### config.mk
export PLATFORM = sky130hd
export DESIGN_NAME = imem_access_arbiter_flat
export DESIGN_NICKNAME = d
export VERILOG_FILES = /design/src/rtl/imem_access_arbiter_if.sv /design/src/rtl/imem_access_arbiter.sv /design/src/flat_wrapper.sv
export SDC_FILE = /design/constraint.sdc
export NUM_CORES = 1
export LEC_CHECK = 0
export CAP_MARGIN = 25
export CELL_PAD_IN_SITES_DETAIL_PLACEMENT = 1
export CELL_PAD_IN_SITES_GLOBAL_PLACEMENT = 2
export CORE_MARGIN = 3
export CORE_UTILIZATION = 10
export CTS_CLUSTER_SIZE = 28
export DETAILED_ROUTE_END_ITERATION = 10
export GPL_TIMING_DRIVEN = 1
export PLACE_DENSITY_LB_ADDON = 0.1
export SLEW_MARGIN = 5
export SYNTH_ARGS = -nofsm -noshare
export SYNTH_HDL_FRONTEND = slang
export SYNTH_SLANG_ARGS = --single-unit
### constraint.sdc
create_clock -name clk -period 1.86 [get_ports clk]
set_input_delay 0.372 -clock clk [delete_from_list [all_inputs] [get_ports clk]]
set_output_delay 0.372 -clock clk [all_outputs]
set_load 0.005 [all_outputs]
### src/rtl/imem_access_arbiter_if.sv
// Bundle of the fetch, loader and memory-port signals around the instruction-memory arbiter.
// slave = arbiter side, master = requesters plus memory (the bench side).
interface imem_access_arbiter_if #(
    parameter int ADDR_W = 10,
    parameter int DATA_W = 32
);
    logic              fetch_req;
    logic [31:0]       fetch_addr;
    logic              fetch_gnt;
    logic              fetch_rvalid;
    logic [DATA_W-1:0] fetch_rdata;
    logic              fetch_err;
    logic              load_req;
    logic [31:0]       load_addr;
    logic [DATA_W-1:0] load_wdata;
    logic              load_last;
    logic              load_gnt;
    logic              boot_done;
    logic              mem_en;
    logic              mem_we;
    logic [ADDR_W-1:0] mem_addr;
    logic [DATA_W-1:0] mem_wdata;
    logic [DATA_W-1:0] mem_rdata;

    modport slave (
        input  fetch_req, fetch_addr, load_req, load_addr, load_wdata, load_last, mem_rdata,
        output fetch_gnt, fetch_rvalid, fetch_rdata, fetch_err, load_gnt, boot_done,
        output mem_en, mem_we, mem_addr, mem_wdata
    );

    modport master (
        output fetch_req, fetch_addr, load_req, load_addr, load_wdata, load_last, mem_rdata,
        input  fetch_gnt, fetch_rvalid, fetch_rdata, fetch_err, load_gnt, boot_done,
        input  mem_en, mem_we, mem_addr, mem_wdata
    );
endinterface

### src/rtl/imem_access_arbiter.sv
// Single-port instruction-memory owner: boot-time loader writes, then fetch/loader sharing
// with a starvation bound that guarantees fetch progress.
//
//   state   | meaning
//   --------+---------------------------------------------------------------
//   ST_BOOT | fetch locked out, every loader beat granted until load_last
//   ST_RUN  | loader has priority, fetch forced through after STARVE_LIMIT
module imem_access_arbiter #(
    parameter int ADDR_W       = 10,
    parameter int DATA_W       = 32,
    parameter int STARVE_LIMIT = 4,
    parameter bit BOOT_SKIP    = 1'b0
) (
    input  logic                  clk,
    input  logic                  rst_n,
    imem_access_arbiter_if.slave  bus
);

    typedef enum logic {
        ST_BOOT = 1'b0,
        ST_RUN  = 1'b1
    } state_t;

    localparam state_t     RESET_STATE = BOOT_SKIP ? ST_RUN : ST_BOOT;
    localparam logic [3:0] LIMIT       = 4'(STARVE_LIMIT);

    state_t     state_q;
    state_t     state_d;
    logic [3:0] starve_q;
    logic [3:0] starve_d;
    logic       rvalid_q;
    logic       err_q;
    logic       fetch_bad;
    logic       fetch_gnt;
    logic       load_gnt;
    logic       unused_addr_bits;

    // Upper loader address bits are deliberately ignored; fetch upper bits are range-checked.
    assign unused_addr_bits = ^{bus.load_addr[31:ADDR_W+2], bus.load_addr[1:0]};

    assign fetch_bad = (bus.fetch_addr[1:0] != 2'b00) ||
                       (bus.fetch_addr[31:ADDR_W+2] != '0);

    always_ff @(posedge clk) begin
        if (!rst_n) begin
            state_q  <= RESET_STATE;
            starve_q <= '0;
            rvalid_q <= 1'b0;
            err_q    <= 1'b0;
        end else begin
            state_q  <= state_d;
            starve_q <= starve_d;
            rvalid_q <= fetch_gnt;
            err_q    <= fetch_gnt && fetch_bad;
        end
    end

    always_comb begin
        state_d       = state_q;
        starve_d      = starve_q;
        fetch_gnt     = 1'b0;
        load_gnt      = 1'b0;
        bus.mem_en    = 1'b0;
        bus.mem_we    = 1'b0;
        bus.mem_addr  = '0;
        bus.mem_wdata = '0;

        if (rst_n) begin
            case (state_q)
                ST_BOOT: begin
                    load_gnt = bus.load_req;
                    if (load_gnt && bus.load_last) begin
                        state_d = ST_RUN;
                    end
                end
                ST_RUN: begin
                    if (bus.load_req && bus.fetch_req) begin
                        fetch_gnt = (starve_q == LIMIT);
                        load_gnt  = !fetch_gnt;
                    end else begin
                        load_gnt  = bus.load_req;
                        fetch_gnt = bus.fetch_req;
                    end
                end
                default: state_d = RESET_STATE;
            endcase

            // Count only loader wins that actually kept a waiting fetch out.
            if (!bus.fetch_req || fetch_gnt) begin
                starve_d = '0;
            end else if (load_gnt && (starve_q != LIMIT)) begin
                starve_d = starve_q + 4'd1;
            end

            if (load_gnt) begin
                bus.mem_en    = 1'b1;
                bus.mem_we    = 1'b1;
                bus.mem_addr  = bus.load_addr[ADDR_W+1:2];
                bus.mem_wdata = bus.load_wdata;
            end else if (fetch_gnt && !fetch_bad) begin
                bus.mem_en    = 1'b1;
                bus.mem_addr  = bus.fetch_addr[ADDR_W+1:2];
            end
        end
    end

    assign bus.fetch_gnt = fetch_gnt;
    assign bus.load_gnt  = load_gnt;
    assign bus.boot_done = (state_q == ST_RUN);

    // rst_n also masks the response so a reset cycle never exposes a stale beat.
    assign bus.fetch_rvalid = rst_n && rvalid_q;
    assign bus.fetch_err    = rst_n && rvalid_q && err_q;
    assign bus.fetch_rdata  = (rst_n && rvalid_q && !err_q) ? bus.mem_rdata : '0;

endmodule
### src/flat_wrapper.sv
// flat-port wrapper written by rule: the top's interface ports become plain ports
module imem_access_arbiter_flat 
#(
    parameter int ADDR_W       = 10,
    parameter int DATA_W       = 32,
    parameter int STARVE_LIMIT = 4,
    parameter bit BOOT_SKIP    = 1'b0
)
  (clk, rst_n, bus_fetch_req, bus_fetch_addr, bus_load_req, bus_load_addr, bus_load_wdata, bus_load_last, bus_mem_rdata, bus_fetch_gnt, bus_fetch_rvalid, bus_fetch_rdata, bus_fetch_err, bus_load_gnt, bus_boot_done, bus_mem_en, bus_mem_we, bus_mem_addr, bus_mem_wdata);
  imem_access_arbiter_if #(.ADDR_W(ADDR_W), .DATA_W(DATA_W)) bus_i ();
  input  logic clk;
  input  logic rst_n;
  input wire logic [$bits(bus_i.fetch_req)-1:0] bus_fetch_req;
  input wire logic [$bits(bus_i.fetch_addr)-1:0] bus_fetch_addr;
  input wire logic [$bits(bus_i.load_req)-1:0] bus_load_req;
  input wire logic [$bits(bus_i.load_addr)-1:0] bus_load_addr;
  input wire logic [$bits(bus_i.load_wdata)-1:0] bus_load_wdata;
  input wire logic [$bits(bus_i.load_last)-1:0] bus_load_last;
  input wire logic [$bits(bus_i.mem_rdata)-1:0] bus_mem_rdata;
  output wire logic [$bits(bus_i.fetch_gnt)-1:0] bus_fetch_gnt;
  output wire logic [$bits(bus_i.fetch_rvalid)-1:0] bus_fetch_rvalid;
  output wire logic [$bits(bus_i.fetch_rdata)-1:0] bus_fetch_rdata;
  output wire logic [$bits(bus_i.fetch_err)-1:0] bus_fetch_err;
  output wire logic [$bits(bus_i.load_gnt)-1:0] bus_load_gnt;
  output wire logic [$bits(bus_i.boot_done)-1:0] bus_boot_done;
  output wire logic [$bits(bus_i.mem_en)-1:0] bus_mem_en;
  output wire logic [$bits(bus_i.mem_we)-1:0] bus_mem_we;
  output wire logic [$bits(bus_i.mem_addr)-1:0] bus_mem_addr;
  output wire logic [$bits(bus_i.mem_wdata)-1:0] bus_mem_wdata;
  assign bus_i.fetch_req = bus_fetch_req;
  assign bus_i.fetch_addr = bus_fetch_addr;
  assign bus_i.load_req = bus_load_req;
  assign bus_i.load_addr = bus_load_addr;
  assign bus_i.load_wdata = bus_load_wdata;
  assign bus_i.load_last = bus_load_last;
  assign bus_i.mem_rdata = bus_mem_rdata;
  assign bus_fetch_gnt = bus_i.fetch_gnt;
  assign bus_fetch_rvalid = bus_i.fetch_rvalid;
  assign bus_fetch_rdata = bus_i.fetch_rdata;
  assign bus_fetch_err = bus_i.fetch_err;
  assign bus_load_gnt = bus_i.load_gnt;
  assign bus_boot_done = bus_i.boot_done;
  assign bus_mem_en = bus_i.mem_en;
  assign bus_mem_we = bus_i.mem_we;
  assign bus_mem_addr = bus_i.mem_addr;
  assign bus_mem_wdata = bus_i.mem_wdata;
  imem_access_arbiter #(.ADDR_W(ADDR_W), .DATA_W(DATA_W), .STARVE_LIMIT(STARVE_LIMIT), .BOOT_SKIP(BOOT_SKIP)) u_core (.clk(clk), .rst_n(rst_n), .bus(bus_i));
endmodule
==> reports/results.txt, run 1 <==
Status: finished with violations
Failing checks: setup timing
Compound-Gate Fraction of Synth Area: 17.9%
Element type at the critical path end: output port
Synth warn: 0
CTS tree: done
DR vias: 2070
Min Hold Slack: 534 ps
CTS Buf Count: 3
Detail Placement HPWL: 6.47 mm
Setup_tns: -9380 ps
Largest family of logic cells by synthesized area: simple AND/OR/NAND/NOR gates
Routed met3 length: 942 µm
HP Class: register to register
Num Clock Sinks: 7
DRC viols: 0
First-pass GRT wire length: 12.2 mm
Maxcap violations: 0
H-tree Lvls: 1
Post-CTS Hold Buffers: 0
Vias in the first global route: 2104
Clock Tree Buf Depth: 2
Root buffer cell: clkbuf_8
Post-placement cell count: 473
Post-Syn Nets: 280
Die area: 11700 µm²
Distinct cells, synth: 27
XOR/XNOR Fraction of Synth Area: 0%
Fmax: 445 MHz
Slew Limit Fails: 0
Synth Area in Simple Gates: 58.6%
Unrepaired setup endpoints after global routing: true
Period utilization: 121%
# IOs: 214
Routed WL: 8.68 mm
Final antenna-violating net count: 0
Adder-cell area share of the yosys netlist: 2.40%
Yosys reg bits: 7
Power density over cell area: 237 nW/µm²
Post-Syn Area: 1040 µm²
Largest net degree at the start of global routing: 31
Slew at the pin closest to its max-slew limit: 322 ps
Worst path arrival time: 1880 ps
Worst rel slew slack: 78.5%
Initial DRC Count: 54
Worst Clk Skew: 6.59 ps
Num rows: 36
Maximum VDD drop: 0.142 mV
Final worst slack: -387 ps
Via density: 4.01
Fin. Hold Viols: 0
Layout cell share with drive strength beyond 1: 51.4%
WL met2: 4.61 mm
Starting Density: 10.5%
Worst Path Max Fanout: 2
Non-Filler Instances: 516
All-Layer GR Usage: 13.4%
Detailed Routing Iterations Pass 1: 5
Syn_area_per_cell: 7.20 µm²
Post-route minimum period: 2250 ps
Max layer used: met4
Number of diodes: 0
Mux cell area share after synthesis: 0%
Metal-1 WL: 3.05 mm
Port Buffers: 191
Setup violators final: 45
Cells after Synth: 145
Worst setup SP type: input port
Seq/Total Area, Yosys: 13.4%
Total gr overflow: 0
Final-stage net count: 519
Clk_lat worst skew: 230 ps
Die W: 108 µm
Reg clk slew, reported paths: 40 ps
Die Ht: 108 µm
Routability cong.: 0.698
Core Area: 9950 µm²
Pleak: 0.00185 µW
Initial antenna violation count: 0
Layout area overhead: 249%
Crit Path Class: input port to output port
Per-cell routed wire length: 16.8 µm
CP required: 1490 ps
==> per-layer routing <==
layer	vias up	global-route usage, %
met5	-	0
met4	0	3.07
met3	4	4.06
met2	126	26.3
met1	940	13.6
li1	1000	-
==> cells in the mapped netlist <==
master,instances,area share [%]
a32o_2,8,8.6
a32o_1,2,1.9
or2_1,1,0.60
o211a_1,1,0.96
dfxtp_1,7,13
nor4_1,1,0.60
inv_1,4,1.4
and3_1,33,20
buf_4,2,1.4
nand3b_4,1,1.9
nand3b_1,2,1.4
nand3_1,5,2.4
nor4b_2,1,1.4
or3_1,1,0.60
a31oi_1,1,0.60
o21ai_0,2,0.96
a21oi_1,7,3.4
nor2_1,2,0.72
clkbuf_1,12,4.3
nand4_1,1,0.60
and2_1,34,20
nor4_2,4,4.8
ha_1,2,2.4
nand2_1,6,2.2
buf_2,1,0.48
o21a_1,2,1.4
nor2b_1,2,1.2
==> path summary, 6_finish.rpt <==
kind	slack [ps]	depth (start not counted)	start	end
worst max-delay path	-390	9	bus_fetch_addr[12]	bus_mem_addr[9]
worst min-delay path	530	3	u_core.starve_q[0]	u_core.starve_q[0]
worst max register to register	310	9	u_core.starve_q[1]	u_core.starve_q[3]
worst min register to register	530	3	u_core.starve_q[0]	u_core.starve_q[0]
==> logic make-up after synthesis <==
kind of cell,count (synthesis)
buffers and inverters,19
DFF,7
and+or+nand+nor,94
adders and majority gates,2
AOI/OAI and AO/OA,23
==> cells in the final DEF, fill, tap and decap left out, types with 7 or more instances in the layout <==
cell / count
clkdlybuf4s50_1: 88
buf_2: 55
buf_6: 49
and3_1: 26
buf_4: 25
and2_1: 22
and2_4: 12
clkbuf_2: 11
a32o_2: 8
and3_4: 7
==> layout make-up <==
class                           count  area (µm²)
Fill cell                        1189        6320
Sequential cell                     7         144
Inverter                            4        15.0
Clock buffer                        4        45.0
Tap cell                          133         166
Timing Repair Buffer              249        2280
Multi-Input combinational cell    119         986
==> metrics by stage <==
| step | cell area [µm²] | utilization [%] | power [µW] | worst slack (ps) |
|---|---|---|---|---|
| 3_3_place_gp | 3220 | 32.4 | 606 | -948 |
| 2_1_floorplan | 1040 | - | 245 | 107 |
| 6_report | 3640 | 36.6 | 863 | -387 |
| 3_5_place_dp | 3220 | 32.4 | 606 | -957 |
| 4_1_cts | 3470 | 34.8 | 846 | -409 |
| 5_1_grt | 3640 | 36.6 | 913 | -514 |
==> power by group <==
group          switching [µW]  leakage, µW  internal, µW
Clock                    68.0    0.0000228           148
Combinational             149      0.00177           339
Sequential               3.58    0.0000582           155
Total                     221      0.00185           642
==> sequential cells by signal (all words and copies together), names as in the netlist <==
name / flops
u_core.rvalid_q: 1
u_core.err_q: 1
u_core.bus.boot_done: 1
u_core.starve_q: 4
==> worst max-delay path, cell delays in order <==
cell and delay, ps:
buf_6 90, nor4_4 250, nand4_1 210, nor4b_4 360, buf_6 170, buf_6 100, buf_6 80, a32o_1 120
buf_2 110
==> repair_timing <==
| action | CTS | global route |
|---|---|---|
| buffers inserted | 22 | 12 |
| cloned | 7 | 0 |
| endpoints found under the setup margin | 80 | 70 |
| gates resized for setup | 409 | 57 |
| pin swaps | 22 | 5 |
Power figures use the tool's default switching activity.
==> run 2, diff against run 1 <==
Settings changed: ABC_AREA set to 1, HOLD_SLACK_MARGIN set to 0.1, PLACE_DENSITY set to 0.95, PLACE_DENSITY_LB_ADDON 0.1 to not set.
==> run 2 against run 1 <==
Net effect:
- the run still ends with setup timing left
- non-clock buffer count is 1 higher
- area after synthesis rose by 17%
- flip-flop and latch count stayed put
- global-route usage shrank 1.8 points
- cell count rose by 23%
- critical path depth increased by 2
- sequential power hardly changed
- worst hold slack improved by 56 ps
- setup slack gained 180 ps
==> reports/results.txt, run 2 <==
Layout cell share with drive strength beyond 1: 39.4% (was 51.4%)
Core Util, Final: 35.1% (was 36.6%)
Vias in the first global route: 2586 (was 2104)
Worst Clk Skew: 3.01 ps (was 6.59 ps)
Total gr overflow: 0 (unchanged)
Comb power frac: 52.4% (was 56.6%)
Register Area: 143 µm² (was 144 µm²)
Initial antenna violation count: 0 (unchanged)
Routed met3 length: 932 µm (was 942 µm)
Num rows: 39 (was 36)
Synth cell count leaders: nor2_1, inv_1, nand2_1, nand3_1, a21boi_1 (was and2_1, and3_1, clkbuf_1, a32o_2)
Clk pwr share: 33.4% (was 25.1%)
H-tree Lvls: 1 (unchanged)
Die W: 117 µm (was 108 µm)
Max FFs per register: 4 (unchanged)
Syn_area_per_cell: 4.90 µm² (was 7.20 µm²)
Routed WL: 8.79 mm (was 8.68 mm)
Worst Path Max Fanout: 6 (was 2)
Slew Limit Fails: 0 (unchanged)
Pleak: 0.00221 µW (was 0.00185 µW)
Clk_lat worst skew: 230 ps (about the same)
Layout area overhead: 236% (was 249%)
Slew at the pin closest to its max-slew limit: 257 ps (was 322 ps)
Most used DFF post-synth: dfxtp_1 (unchanged)
Seq pwr share: 14.2% (was 18.3%)
Final worst slack: -209 ps (was -387 ps)
Yosys reg bits: 7 (unchanged)
Final antenna-violating net count: 0 (unchanged)
CTS Buf Count: 3 (unchanged)
Fmax: 483 MHz (was 445 MHz)
Routability cong.: 0.695 (was 0.698)
Biggest register: u_core.starve_q (unchanged)
Commonest non-fill, non-tap cells in the layout: clkdlybuf4s50_1, inv_1, nor2_1 (was clkdlybuf4s50_1, buf_2, buf_6)
Net Sw Power: 298 µW (was 221 µW)
Number of diodes: 0 (unchanged)
Element type at the critical path end: output port (unchanged)
Post-Syn Area: 1220 µm² (was 1040 µm²)
Commonest non-fill, non-tap cell in the layout: clkdlybuf4s50_1 (unchanged)
Worst path arrival time: 1700 ps (was 1880 ps)
Worst setup SP type: register (was input port)
DR vias: 2415 (was 2070)
FILL cells: 1413 (was 1189)
Die Ht: 117 µm (was 108 µm)
Worst rel slew slack: 82.9% (was 78.5%)
Metal-1 WL: 3.01 mm (was 3.05 mm)
Fin. Hold Viols: 0 (unchanged)
Internal power: 809 µW (was 642 µW)
Maxcap violations: 0 (unchanged)
Detailed Routing Iterations Pass 1: 4 (was 5)
First-pass GRT wire length: 12.5 mm (was 12.2 mm)
Count leader, synth: nor2_1 (was and2_1)
Synth warn: 0 (unchanged)
Post-CTS Hold Buffers: 0 (unchanged)
Detail Placement HPWL: 6.52 mm (was 6.47 mm)
Synth area leader: nor2_1 (was and2_1)
CP required: 1490 ps (about the same)
Post-route minimum period: 2070 ps (was 2250 ps)
Fraction of registers with async set/reset: 0% (unchanged)
# IOs: 214 (unchanged)
Clock Tree Buf Depth: 2 (unchanged)
Seq/Total Area, Yosys: 11.4% (was 13.4%)
Crit Path Class: register to output port (was input port to output port)
Distinct cells, synth: 21 (was 27)
Cells after Synth: 250 (was 145)
Max layer used: met4 (unchanged)
Area of the multi-input gates: 1090 µm² (was 986 µm²)
Share of the synthesized area in the top cell type: 25.4% (was 20.4%)
Per-cell routed wire length: 13.8 µm (was 16.8 µm)
Number of synthesized flops with an enable pin: 0 (unchanged)
CTS tree: done (unchanged)
DRC viols: 0 (unchanged)
Reg clk slew, reported paths: 40 ps (about the same)
Setup violators final: 44 (was 45)
Final-stage net count: 628 (was 519)
Port Buffers: 191 (unchanged)
WL met2: 4.80 mm (was 4.61 mm)
Via density: 3.80 (was 4.01)
Starting Density: 10.5% (about the same)
Maximum VDD drop: 0.188 mV (was 0.142 mV)
Die area: 13600 µm² (was 11700 µm²)
Largest net degree at the start of global routing: 17 (was 31)
All-Layer GR Usage: 11.5% (was 13.4%)
Top cells by area, synth: nor2_1, inv_1, dfxtp_1, nand2_1, a21boi_1 (was and2_1, and3_1, dfxtp_1, a32o_2, nor4_2)
Initial DRC Count: 55 (was 54)
Failing checks: setup timing (unchanged)
Num Clock Sinks: 7 (unchanged)
HP Class: register to register (unchanged)
Post-Syn Nets: 385 (was 280)
Unrepaired setup endpoints after global routing: true (unchanged)
Status: finished with violations (unchanged)
Total power: 1110 µW (was 863 µW)
Power density over cell area: 269 nW/µm² (was 237 nW/µm²)
Sw Share: 26.9% (was 25.6%)
Period utilization: 111% (was 121%)
Root buffer cell: clkbuf_16 (was clkbuf_8)
Core Area: 11700 µm² (was 9950 µm²)
[run 2: what timing repair did]
item	CTS	global route
endpoints found under the setup margin	80	74
resized for setup	341	82
buffers inserted	26	10
cloned	6	0
pin swaps	39	24
[run 2: power groups by stage]
| stage | clock network (µW) | registers (µW) | logic (µW) |
|---|---|---|---|
| after global routing | 388 | 157 | 626 |
| after global placement | 0 | 158 | 462 |
| final | 370 | 157 | 580 |
| after detailed placement | 0 | 159 | 472 |
| after floorplan | 0 | 159 | 109 |
| after CTS | 377 | 157 | 536 |
[run 2: layer usage]
layer	vias to the layer above	GRT usage (%)
met1	1097	11.4
met5	-	0
met4	0	1.83
met3	4	2.69
met2	126	24.3
li1	1188	-
[run 2: layout make-up]
cell class	instances	area share [%]
Timing Repair Buffer	250	56.8
Multi-Input combinational cell	158	26.6
Sequential cell	7	3.47
Clock buffer	4	1.92
Inverter	73	6.85
Tap cell	143	4.35
[run 2: path summary, 6_finish.rpt]
kind,cells after the start,startpoint,slack [ps],endpoint
worst max-delay path,11,u_core.starve_q[0],-210,bus_mem_wdata[6]
worst max register to register,11,u_core.starve_q[0],200,u_core.starve_q[3]
worst min-delay path,3,u_core.bus.boot_done,590,u_core.bus.boot_done
worst min register to register,3,u_core.bus.boot_done,590,u_core.bus.boot_done
[run 2: per-stage QoR]
stage          instances  TNS [ps]  area, µm²  setup slack [ps]  hold slack [ps]
2_1_floorplan        250         0       1220               226              469
3_3_place_gp         596    -39130       3430              -638              581
3_5_place_dp         596    -40630       3430              -678              595
4_1_cts              630     -9070       3890              -295              604
5_1_grt              635     -9960       4110              -293              636
6_report             635     -6410       4110              -209              590
[run 2: logic make-up after synthesis]
logic type | count (synthesis) | synth area share (%)
AOI/OAI and AO/OA | 15 | 8.17
xor gates and xnor gates | 2 | 1.43
adders and majority gates | 2 | 2.04
buffers and inverters | 85 | 28.9
DFF | 7 | 11.4
and+or+nand+nor | 139 | 48.0
[run 2: critical path: stages, from the launching register on]
cell and delay (ps):
dfxtp_2 330, inv_2 60, ha_4 160, nand2_2 60
nor2_2 30, nand2_2 80, nand3_4 120, buf_4 170
buf_12 130, buf_6 110, nor2_4 70, buf_2 120
==> run 3, diff against run 2 <==
Settings changed: CORE_MARGIN 3 to 2.
==> run 3 against run 2 <==
Net effect:
- the flow still finishes with violations (setup timing)
- wire length decreased by 11%
- combinational power decreased by 11%
- flip-flop and latch count unchanged
- critical endpoint is now bus_mem_wdata[13]
- highest routed layer unchanged
==> reports/results.txt, run 3 (synthesized netlist as in run 2, its figures left out) <==
HP Class: input port to register (was register to register)
Final-stage net count: 617 (was 628)
DRC viols: 0 (unchanged)
Routability cong.: 0.774 (was 0.695)
Max FFs per register: 4 (unchanged)
Post-route minimum period: 2060 ps (was 2070 ps)
Crit Path Class: register to output port (unchanged)
Fmax: 486 MHz (was 483 MHz)
Pre-CTS setup slack: -674 ps (was -678 ps)
Failing checks: setup timing (unchanged)
Internal power: 773 µW (was 809 µW)
Maximum VDD drop: 0.189 mV (was 0.188 mV)
Final antenna-violating net count: 0 (unchanged)
Root buffer cell: clkbuf_16 (unchanged)
Clk pwr share: 35.6% (was 33.4%)
Setup violators final: 44 (unchanged)
Unrepaired setup endpoints after global routing: true (unchanged)
Initial antenna violation count: 0 (unchanged)
Num rows: 40 (was 39)
Setup_tns: -5690 ps (was -6410 ps)
Worst Path Max Fanout: 8 (was 6)
CTS tree: done (unchanged)
Worst setup SP type: register (unchanged)
Slew Limit Fails: 0 (unchanged)
Period utilization: 111% (about the same)
Total gr overflow: 0 (unchanged)
Via density: 3.72 (was 3.80)
Initial DRC Count: 67 (was 55)
Reg clk slew, reported paths: 40 ps (about the same)
Fin. Hold Viols: 0 (unchanged)
Net Sw Power: 272 µW (was 298 µW)
Die W: 115 µm (was 117 µm)
H-tree Lvls: 1 (unchanged)
Maxcap violations: 0 (unchanged)
Comb power frac: 49.4% (was 52.4%)
Vias in the first global route: 2560 (was 2586)
# IOs: 214 (unchanged)
Die area: 13200 µm² (was 13600 µm²)
Starting Density: 10.2% (was 10.5%)
Pleak: 0.00211 µW (was 0.00221 µW)
Worst rel slew slack: 81.3% (was 82.9%)
Final worst slack: -198 ps (was -209 ps)
Element type at the critical path end: output port (unchanged)
Core Area: 12000 µm² (was 11700 µm²)
DR vias: 2337 (was 2415)
Detail Placement HPWL: 5.89 mm (was 6.52 mm)
Seq pwr share: 15.0% (was 14.2%)
Status: finished with violations (unchanged)
Slew at the pin closest to its max-slew limit: 281 ps (was 257 ps)
Die Ht: 115 µm (was 117 µm)
Commonest non-fill, non-tap cells in the layout: clkdlybuf4s50_1, inv_1, nor2_1 (unchanged)
Clock Tree Buf Depth: 2 (unchanged)
Biggest register: u_core.starve_q (unchanged)
Clk_lat worst skew: 230 ps (about the same)
Min Hold Slack: 562 ps (was 590 ps)
Commonest non-fill, non-tap cell in the layout: clkdlybuf4s50_1 (unchanged)
CTS Buf Count: 3 (unchanged)
Power density over cell area: 269 nW/µm² (about the same)
Layout area overhead: 217% (was 236%)
Detailed Routing Iterations Pass 1: 4 (unchanged)
First-pass GRT wire length: 12.0 mm (was 12.5 mm)
All-Layer GR Usage: 11.2% (was 11.5%)
Core Util, Final: 32.5% (was 35.1%)
Port Buffers: 191 (unchanged)
FILL cells: 1493 (was 1413)
Non-Filler Instances: 628 (was 635)
Layout cell share with drive strength beyond 1: 34.1% (was 39.4%)
CP required: 1490 ps (about the same)
Routed WL: 7.84 mm (was 8.79 mm)
Largest net degree at the start of global routing: 17 (unchanged)
Worst Clk Skew: 0.771 ps (was 3.01 ps)
Num Clock Sinks: 7 (unchanged)
Post-placement cell count: 599 (was 596)
Sw Share: 26.0% (was 26.9%)
Number of diodes: 0 (unchanged)
Per-cell routed wire length: 12.5 µm (was 13.8 µm)
Worst path arrival time: 1690 ps (was 1700 ps)
## run 3: cell types whose count changed in the layout (fill, tap and decap cells not counted), moves of 5 or more
| cell | previous run | this run |
|---|---|---|
| a21boi_2 | 5 | 10 |
| buf_6 | 35 | 18 |
| nand2_1 | 15 | 30 |
| nand2_2 | 13 | 3 |
| nand2_4 | 8 | 3 |
| nand3_2 | 4 | 9 |
| nor2_1 | 46 | 55 |
| nor2_4 | 23 | 15 |
## run 3: power by group through the flow
stage	sequential, µW	clock, µW	combinational (µW)
global route	157	390	562
finish	157	372	516
detailed placement	159	0	470
global placement	158	0	457
floorplan	159	0	109
CTS	157	376	496
## run 3: final timing paths
path	from	to	slack (ps)	cells after the start
hold reg to reg	u_core.bus.boot_done	u_core.bus.boot_done	580	3
hold / removal	rst_n	u_core.starve_q[1]	560	3
setup reg to reg	u_core.starve_q[0]	u_core.starve_q[2]	280	11
setup / recovery	u_core.starve_q[0]	bus_mem_wdata[13]	-200	11
## run 3: cell type report
cell class	instances	area, µm²	share of cell area, %
multi-input cells	158	988	25.4
repair inverters	1	6.26	0.161
repair buffers	238	2210	56.8
clock buffers	4	78.8	2.03
flip-flops and latches	7	143	3.67
well taps	147	184	4.73
inverters	73	282	7.24
## run 3: metrics by stage
step                      cell area (µm²)  power (µW)
final                                3890        1040
after detailed placement             3440         628
after CTS                            3770        1030
after global placement               3440         615
after global routing                 3890        1110
after floorplan                      1220         268
## run 3: layer usage
layer,vias to the layer above,routed length [µm],GRT usage [%]
li1,1166,-,-
met1,1037,2870,11.9
met2,126,4130,22.2
met3,8,748,2.44
met4,0,91,2.85
met5,-,0,0
## run 3: what timing repair did
action,4_1_cts,5_1_grt
cloned,7,0
buffers inserted,17,4
endpoints found under the setup margin,80,46
pin swaps,39,25
gates resized for setup,321,46
hold buffers,0,0
## run 3: worst max-delay path, stage by stage, from the launching register on
cell and delay (ps):
dfxtp_2 330, inv_2 60, ha_4 170, nand2_2 60, nor2_2 40, nand2_2 90, nand3_4 100, buf_12 150
buf_8 120, buf_16 140, nor2_1 80, buf_2 110
